File: config.mk
export PLATFORM = sky130hd
export DESIGN_NAME = aes_dec_key_sched
export DESIGN_NICKNAME = d
export VERILOG_FILES = /design/src/rtl/aes_dec_key_sched.sv
export SDC_FILE = /design/constraint.sdc
export NUM_CORES = 2
export LEC_CHECK = 0
export CAP_MARGIN = 20
export CELL_PAD_IN_SITES_DETAIL_PLACEMENT = 0
export CELL_PAD_IN_SITES_GLOBAL_PLACEMENT = 2
export CORE_ASPECT_RATIO = 1.5
export CORE_MARGIN = 2
export CORE_UTILIZATION = 42
export DETAILED_ROUTE_END_ITERATION = 16
export HOLD_SLACK_MARGIN = 0.02
export PLACE_DENSITY_LB_ADDON = 0.1
export SLEW_MARGIN = 20
export SYNTH_ARGS = -nofsm -noshare
export SYNTH_HDL_FRONTEND = slang
export SYNTH_SLANG_ARGS = --single-unit
File: constraint.sdc
create_clock -name clk -period 54.4 [get_ports clk]
set_input_delay 10.88 -clock clk [delete_from_list [all_inputs] [get_ports clk]]
set_output_delay 10.88 -clock clk [all_outputs]
set_load 0.03 [all_outputs]
File: src/rtl/aes_dec_key_sched.sv
// -----------------------------------------------------------------------------
// aes_dec_key_sched
//   Iterative AES-128 key scheduler for the decryption datapath. The cipher
//   key is expanded forward for 10 cycles to reach round key 10. The schedule
//   is then stepped backwards, and round keys 10 down to 0 are delivered one
//   at a time over a valid/ready handshake. A single 128-bit working register
//   takes the place of an 11-entry round-key table.
//
//   Ports
//     clk       in   1    system clock, rising edge
//     rst       in   1    asynchronous active-high reset
//     start     in   1    begin a schedule (sampled only in IDLE)
//     key       in   128  cipher key, word 0 = key[127:96]
//     busy      out  1    high while expanding or emitting
//     rk_valid  out  1    rk / rk_idx hold a valid round key
//     rk_ready  in   1    consumer accepts rk on rk_valid && rk_ready
//     rk        out  128  current round key, same word order as key
//     rk_idx    out  4    round number of rk (10 down to 0)
//     done      out  1    one-cycle pulse after round key 0 is accepted
//
//   Optional build macro: AES_DEC_KEY_CACHE_EN
//     When defined, the last cipher key and its K10 are cached. A repeated
//     start with the same key skips the forward expansion.
//
//   aes_dec_sbox is the combinational AES S-box (GF(2^8) inverse + affine).
// -----------------------------------------------------------------------------

module aes_dec_sbox (
   input  logic [7:0] in_i,
   output logic [7:0] out_o
);

   // GF(2^8) multiply modulo x^8 + x^4 + x^3 + x + 1
   function automatic logic [7:0] gf_mul(input logic [7:0] a, input logic [7:0] b);
      logic [7:0] acc;
      logic [7:0] aa;
      acc = 8'h00;
      aa  = a;
      for (int i = 0; i < 8; i++) begin
         if (b[i]) begin
            acc = acc ^ aa;
         end else begin
            acc = acc;
         end
         aa = {aa[6:0], 1'b0} ^ (aa[7] ? 8'h1b : 8'h00);
      end
      return acc;
   endfunction

   // S-box: x^254 is the multiplicative inverse (and maps 0 to 0), then the affine map
   function automatic logic [7:0] sbox_fn(input logic [7:0] x);
      logic [7:0] sq;
      logic [7:0] inv;
      sq  = x;
      inv = 8'h01;
      for (int i = 0; i < 7; i++) begin
         sq  = gf_mul(sq, sq);
         inv = gf_mul(inv, sq);
      end
      return inv ^ {inv[6:0], inv[7]} ^ {inv[5:0], inv[7:6]}
                 ^ {inv[4:0], inv[7:5]} ^ {inv[3:0], inv[7:4]} ^ 8'h63;
   endfunction

   // Pure combinational lookup
   always_comb begin
      out_o = sbox_fn(in_i);
   end

endmodule

module aes_dec_key_sched #(
   parameter int unsigned NR = 10
) (
   input  logic         clk,
   input  logic         rst,
   input  logic         start,
   input  logic [127:0] key,
   output logic         busy,
   output logic         rk_valid,
   input  logic         rk_ready,
   output logic [127:0] rk,
   output logic [3:0]   rk_idx,
   output logic         done
);

   if (NR != 10) begin : g_nr_check
      $fatal(1, "aes_dec_key_sched: only NR=10 (AES-128) is supported");
   end

   typedef enum logic [1:0] {
      ST_IDLE   = 2'd0,
      ST_EXPAND = 2'd1,
      ST_EMIT   = 2'd2
   } state_t;

   state_t         state_q, state_d;
   logic [127:0]   rk_q, rk_d;
   logic [3:0]     idx_q, idx_d;
   logic           valid_q, valid_d;
   logic           done_q, done_d;
   logic           busy_q, busy_d;

   logic           handshake_s;
   logic           cache_hit_s;
   logic [127:0]   cache_k10_s;
   logic [31:0]    w0_s, w1_s, w2_s, w3_s;
   logic [31:0]    inv_d_s;
   logic [31:0]    sub_in_s, rot_s, sub_s, t_s;
   logic [3:0]     rcon_idx_s;
   logic [7:0]     rcon_s;
   logic [127:0]   fwd_s, inv_s;

   // Round constants, indexed by the round number of the key being produced/undone
   function automatic logic [7:0] rcon_rom(input logic [3:0] idx);
      logic [7:0] r;
      case (idx)
         4'd1:    r = 8'h01;
         4'd2:    r = 8'h02;
         4'd3:    r = 8'h04;
         4'd4:    r = 8'h08;
         4'd5:    r = 8'h10;
         4'd6:    r = 8'h20;
         4'd7:    r = 8'h40;
         4'd8:    r = 8'h80;
         4'd9:    r = 8'h1b;
         4'd10:   r = 8'h36;
         default: r = 8'h00;
      endcase
      return r;
   endfunction

   assign handshake_s = valid_q & rk_ready;

   // Shared forward/inverse step datapath
   always_comb begin
      w0_s    = rk_q[127:96];
      w1_s    = rk_q[95:64];
      w2_s    = rk_q[63:32];
      w3_s    = rk_q[31:0];
      inv_d_s = w3_s ^ w2_s;
      // The inverse step needs SubWord of the recovered last word, the forward step of the current one
      if (state_q == ST_EMIT) begin
         sub_in_s   = inv_d_s;
         rcon_idx_s = idx_q;
      end else begin
         sub_in_s   = w3_s;
         rcon_idx_s = idx_q + 4'd1;
      end
      rot_s  = {sub_in_s[23:0], sub_in_s[31:24]};
      rcon_s = rcon_rom(rcon_idx_s);
      t_s    = sub_s ^ {rcon_s, 24'h000000};
      fwd_s[127:96] = w0_s ^ t_s;
      fwd_s[95:64]  = w1_s ^ fwd_s[127:96];
      fwd_s[63:32]  = w2_s ^ fwd_s[95:64];
      fwd_s[31:0]   = w3_s ^ fwd_s[63:32];
      inv_s = {w0_s ^ t_s, w1_s ^ w0_s, w2_s ^ w1_s, inv_d_s};
   end

   aes_dec_sbox u_sbox3 (.in_i(rot_s[31:24]), .out_o(sub_s[31:24]));
   aes_dec_sbox u_sbox2 (.in_i(rot_s[23:16]), .out_o(sub_s[23:16]));
   aes_dec_sbox u_sbox1 (.in_i(rot_s[15:8]),  .out_o(sub_s[15:8]));
   aes_dec_sbox u_sbox0 (.in_i(rot_s[7:0]),   .out_o(sub_s[7:0]));

`ifdef AES_DEC_KEY_CACHE_EN
   logic [127:0] cached_key_q, cached_key_d;
   logic [127:0] cached_k10_q, cached_k10_d;
   logic         cache_valid_q, cache_valid_d;

   assign cache_hit_s = cache_valid_q & (key == cached_key_q);
   assign cache_k10_s = cached_k10_q;

   // Cache update: key captured on a missing start, K10 and valid set on entry to EMIT
   always_comb begin
      cached_key_d  = cached_key_q;
      cached_k10_d  = cached_k10_q;
      cache_valid_d = cache_valid_q;
      if (state_q == ST_IDLE && start && !cache_hit_s) begin
         cached_key_d  = key;
         cache_valid_d = 1'b0;
      end else if (state_q == ST_EXPAND && idx_q == 4'd9) begin
         cached_k10_d  = fwd_s;
         cache_valid_d = 1'b1;
      end else begin
         cache_valid_d = cache_valid_q;
      end
   end

   // Cache registers
   always_ff @(posedge clk or posedge rst) begin
      if (rst) begin
         cached_key_q  <= 128'h0;
         cached_k10_q  <= 128'h0;
         cache_valid_q <= 1'b0;
      end else begin
         cached_key_q  <= cached_key_d;
         cached_k10_q  <= cached_k10_d;
         cache_valid_q <= cache_valid_d;
      end
   end
`else
   assign cache_hit_s = 1'b0;
   assign cache_k10_s = 128'h0;
`endif

   // State register
   always_ff @(posedge clk or posedge rst) begin
      if (rst) begin
         state_q <= ST_IDLE;
      end else begin
         state_q <= state_d;
      end
   end

   // Next-state logic
   always_comb begin
      state_d = state_q;
      case (state_q)
         ST_IDLE: begin
            if (start) begin
               state_d = cache_hit_s ? ST_EMIT : ST_EXPAND;
            end else begin
               state_d = ST_IDLE;
            end
         end
         ST_EXPAND: begin
            if (idx_q == 4'd9) begin
               state_d = ST_EMIT;
            end else begin
               state_d = ST_EXPAND;
            end
         end
         ST_EMIT: begin
            if (handshake_s && idx_q == 4'd0) begin
               state_d = ST_IDLE;
            end else begin
               state_d = ST_EMIT;
            end
         end
         default: state_d = ST_IDLE;
      endcase
   end

   // Output and working-register next values
   always_comb begin
      rk_d    = rk_q;
      idx_d   = idx_q;
      valid_d = valid_q;
      done_d  = 1'b0;
      busy_d  = busy_q;
      case (state_q)
         ST_IDLE: begin
            if (start && cache_hit_s) begin
               rk_d    = cache_k10_s;
               idx_d   = 4'd10;
               valid_d = 1'b1;
               busy_d  = 1'b1;
            end else if (start) begin
               rk_d    = key;
               idx_d   = 4'd0;
               valid_d = 1'b0;
               busy_d  = 1'b1;
            end else begin
               valid_d = 1'b0;
               busy_d  = 1'b0;
            end
         end
         ST_EXPAND: begin
            rk_d    = fwd_s;
            idx_d   = idx_q + 4'd1;
            valid_d = (idx_q == 4'd9);
         end
         ST_EMIT: begin
            // Accepting K0 ends the schedule; rk keeps K0 while idle
            if (handshake_s && idx_q == 4'd0) begin
               valid_d = 1'b0;
               done_d  = 1'b1;
               busy_d  = 1'b0;
            end else if (handshake_s) begin
               rk_d  = inv_s;
               idx_d = idx_q - 4'd1;
            end else begin
               rk_d = rk_q;
            end
         end
         default: begin
            valid_d = 1'b0;
            busy_d  = 1'b0;
         end
      endcase
   end

   // Working and output registers
   always_ff @(posedge clk or posedge rst) begin
      if (rst) begin
         rk_q    <= 128'h0;
         idx_q   <= 4'd0;
         valid_q <= 1'b0;
         done_q  <= 1'b0;
         busy_q  <= 1'b0;
      end else begin
         rk_q    <= rk_d;
         idx_q   <= idx_d;
         valid_q <= valid_d;
         done_q  <= done_d;
         busy_q  <= busy_d;
      end
   end

   assign rk       = rk_q;
   assign rk_idx   = idx_q;
   assign rk_valid = valid_q;
   assign done     = done_q;
   assign busy     = busy_q;

endmodule

==> results_dict.tcl <==
set metrics [dict create \
    status "finished clean" \
    cp-end-kind "register" \
    cts_hold_buf 0 \
    critPathArrivalTime_ns 22.53 \
    finalWirelength_mm 272 \
    regArea_sq_mm 0.00343 \
    postPlaceCellArea_sq_mm 0.0759 \
    die_h_microns 507 \
    tns_ns 0 \
    multi_input_area_sq_mm 0.0644 \
    start_util_pct 42.3 \
    final_cell_area_sq_mm 0.0766 \
    cts-buffers-inserted 17 \
    grt-ovfl-total 0 \
    cts.sinks 137 \
    grt_first_pass_wirelength_mm 414 \
    synth-seq-cells 137 \
    synth_top_family_by_area "XOR/XNOR gates" \
    ys_warn_count 0 \
    synth-compound-area-share_pct 19.7 \
    cts_tree "built" \
    first_pass_iters 8 \
    drtIter0Drc 5780 \
    grt_use_total_pct 30.4 \
    synth_nets 9571 \
    syn_area_sq_mm 0.0709 \
    muxShareOfSynthArea_pct 3.59 \
    critPathRequiredTime_ns 54.75 \
    clock_latency_ns 0.48 \
    yosys.cell_types.count 124 \
    worstMarginPinSlew_ns 1.16 \
    slew_headroom_pct 22.6 \
    synth_edf_count 0 \
    num-nets-final 9459 \
    crit_type "register to register" \
    synthAdderAreaFrac_pct 0.622 \
    ant_nets 0 \
    die-area_sq_mm 0.172 \
    min_period_over_period_pct 40.8 \
    r2r_slack_ns 32.22 \
    period_minus_slack_ns 22.18 \
    grt_antenna_before_repair 25 \
    via_per_inst 5.89 \
    hold_viol 0 \
    rows 184 \
    critPathMaxStageDelay_ns 0.96 \
    layout_commonest_cell "xnor2_1" \
    yosys.area_share.xor_xnor_pct 46.0 \
    yosys_most_used_dff "dfrtp_1" \
    cpMostUsedCell "xnor2_1" \
    vias 67954 \
    fillers 17258 \
    drive_above_1_share_pct 8.85 \
    clockRootBuffer "clkbuf_16" \
    avgSynthCellArea_sq_um 7.53 \
    cts_buffer_depth 2 \
    netlist_instances 9407 \
    portBuffers 266 \
    crit_buf_inv 10 \
    fmax_mhz 45.1 \
    core_region_area_sq_mm 0.168 \
    grt_max_degree 94 \
    maxCapViolations 0 \
    wl_per_cell_microns 23.5 \
    ioPinCount 267 \
    worst_path_dominant_cell_family "compound AO/OA/AOI/OAI gates" \
    die_w_microns 339 \
    post_cts_buffers 0 \
    cp_max_fo 56 \
    post_cts_resized 0 \
    grt_setup_unrepaired "no" \
    synth-simple-area-share_pct 20.2 \
    layout_common_cells "1593 x xnor2_1, 1282 x nor2_1, 895 x nand2_1" \
    hold_class "register to register" \
    yosysSeqAreaShare_pct 4.84 \
    cpMaxStageDelayCell "ha_1" \
    area_growth_pct 8.06 \
    h-tree-depth 4 \
    start_kind "register" \
    place.gp.congestion 0.951 \
    slew_viol_final 0 \
    dp_hpwl_mm 207 \
    grt_pass1_vias 65120 \
    skew_ns 0.0169 \
    setup_viol 0 \
    clk_pin_slew_ns 0.08 \
    drcViolationCount 0 \
    synthArstFlopShare_pct 100 \
]
[flip-flops by register name (all words and copies together) (netlist names)]
register	count
rk_idx	4
state_q	2
rk_valid	1
busy	1
done	1
rk	128
[synth_stat cells, types with 39 or more instances]
master | number | area share, %
xnor2_4 | 40 | 1.6
xnor2_2 | 128 | 2.9
xor3_1 | 46 | 1.5
xnor2_1 | 1633 | 20
and3_1 | 60 | 0.53
nand2_1 | 896 | 4.7
nand3_1 | 219 | 1.5
mux2i_1 | 210 | 3.0
dfrtp_1 | 137 | 4.8
o211ai_1 | 81 | 0.86
o21ai_1 | 115 | 0.81
a22oi_1 | 73 | 0.77
o221ai_1 | 39 | 0.48
clkbuf_1 | 417 | 2.2
xnor3_2 | 39 | 1.3
inv_1 | 88 | 0.47
a21oi_1 | 522 | 3.7
a31oi_1 | 84 | 0.74
xor2_2 | 40 | 0.92
xnor3_1 | 322 | 10
xor2_1 | 538 | 6.7
and2_1 | 43 | 0.38
nor3_1 | 305 | 2.2
a32oi_1 | 60 | 0.74
buf_2 | 154 | 1.1
o22ai_1 | 140 | 1.2
a221oi_1 | 41 | 0.51
o21ai_0 | 464 | 3.3
nor2_1 | 1284 | 6.8
nand2b_1 | 95 | 0.84
or3_1 | 64 | 0.57
nor2b_1 | 51 | 0.45
a211oi_1 | 74 | 0.78
buf_1 | 57 | 0.30
[through the flow]
step           util [%]  hold slack (ns)  instances  setup WS [ns]
2_1_floorplan         -            0.607       9407          36.18
3_3_place_gp       45.3            0.523      11507          31.97
3_5_place_dp       45.3            0.555      11508          32.39
4_1_cts            45.7            0.565      11540          32.29
5_1_grt            45.7            0.585      11542          30.84
6_report           45.7            0.566      11546          32.22
[final cells by class]
cell class                 count  share of cell area [%]
multi-input combinational   8462                    84.1
timing repair buffer         557                    6.36
sequential                   137                    4.48
tap                         2232                    3.65
inverter                     120                   0.603
clock buffer                  17                   0.556
clock inverter                15                   0.227
antenna                        6                  0.0196
[metal layers]
metal | up-vias | track usage (%) | routed length, microns
li1 | 32444 | - | -
met1 | 33114 | 38.7 | 115000
met2 | 2032 | 53.7 | 134000
met3 | 338 | 3.66 | 14900
met4 | 26 | 8.53 | 7790
met5 | - | 0 | 174
[kinds of logic (layout without fill, tap and decap cells)]
family | count (synthesis) | after routing
simple gates | 3222 | 3222
other cells | 0 | 6
fa+ha+maj | 36 | 36
mux | 246 | 246
buf+inv | 808 | 709
xor+xnor | 2805 | 2805
compound gates | 2153 | 2153
flops | 137 | 137
[worst reg2reg max path: cells and delay by family (launching register included)]
kind,cells,cell delay (ns)
fa+ha+maj,6,3.28
flops,1,0.44
simple gates,10,2.38
mux,2,0.63
compound gates,20,6.46
buf+inv,10,3.27
xor+xnor,14,5.60
[worst paths after layout]
path,depth (start not counted),start,end
setup / recovery,62,state_q[0]$_DFF_PP0_,rk[60]$_DFFE_PP0P_
hold / removal,2,busy$_DFFE_PP0P_,busy$_DFFE_PP0P_
setup reg to reg,62,state_q[0]$_DFF_PP0_,rk[60]$_DFFE_PP0P_
hold reg to reg,2,busy$_DFFE_PP0P_,busy$_DFFE_PP0P_
max in group asynchronous,3,rst,rk[11]$_DFFE_PP0P_
min in group asynchronous,2,rst,rk[18]$_DFFE_PP0P_
Power is not shown: default switching activity piles up to over one toggle a cycle in this logic, so the estimate is an artifact.
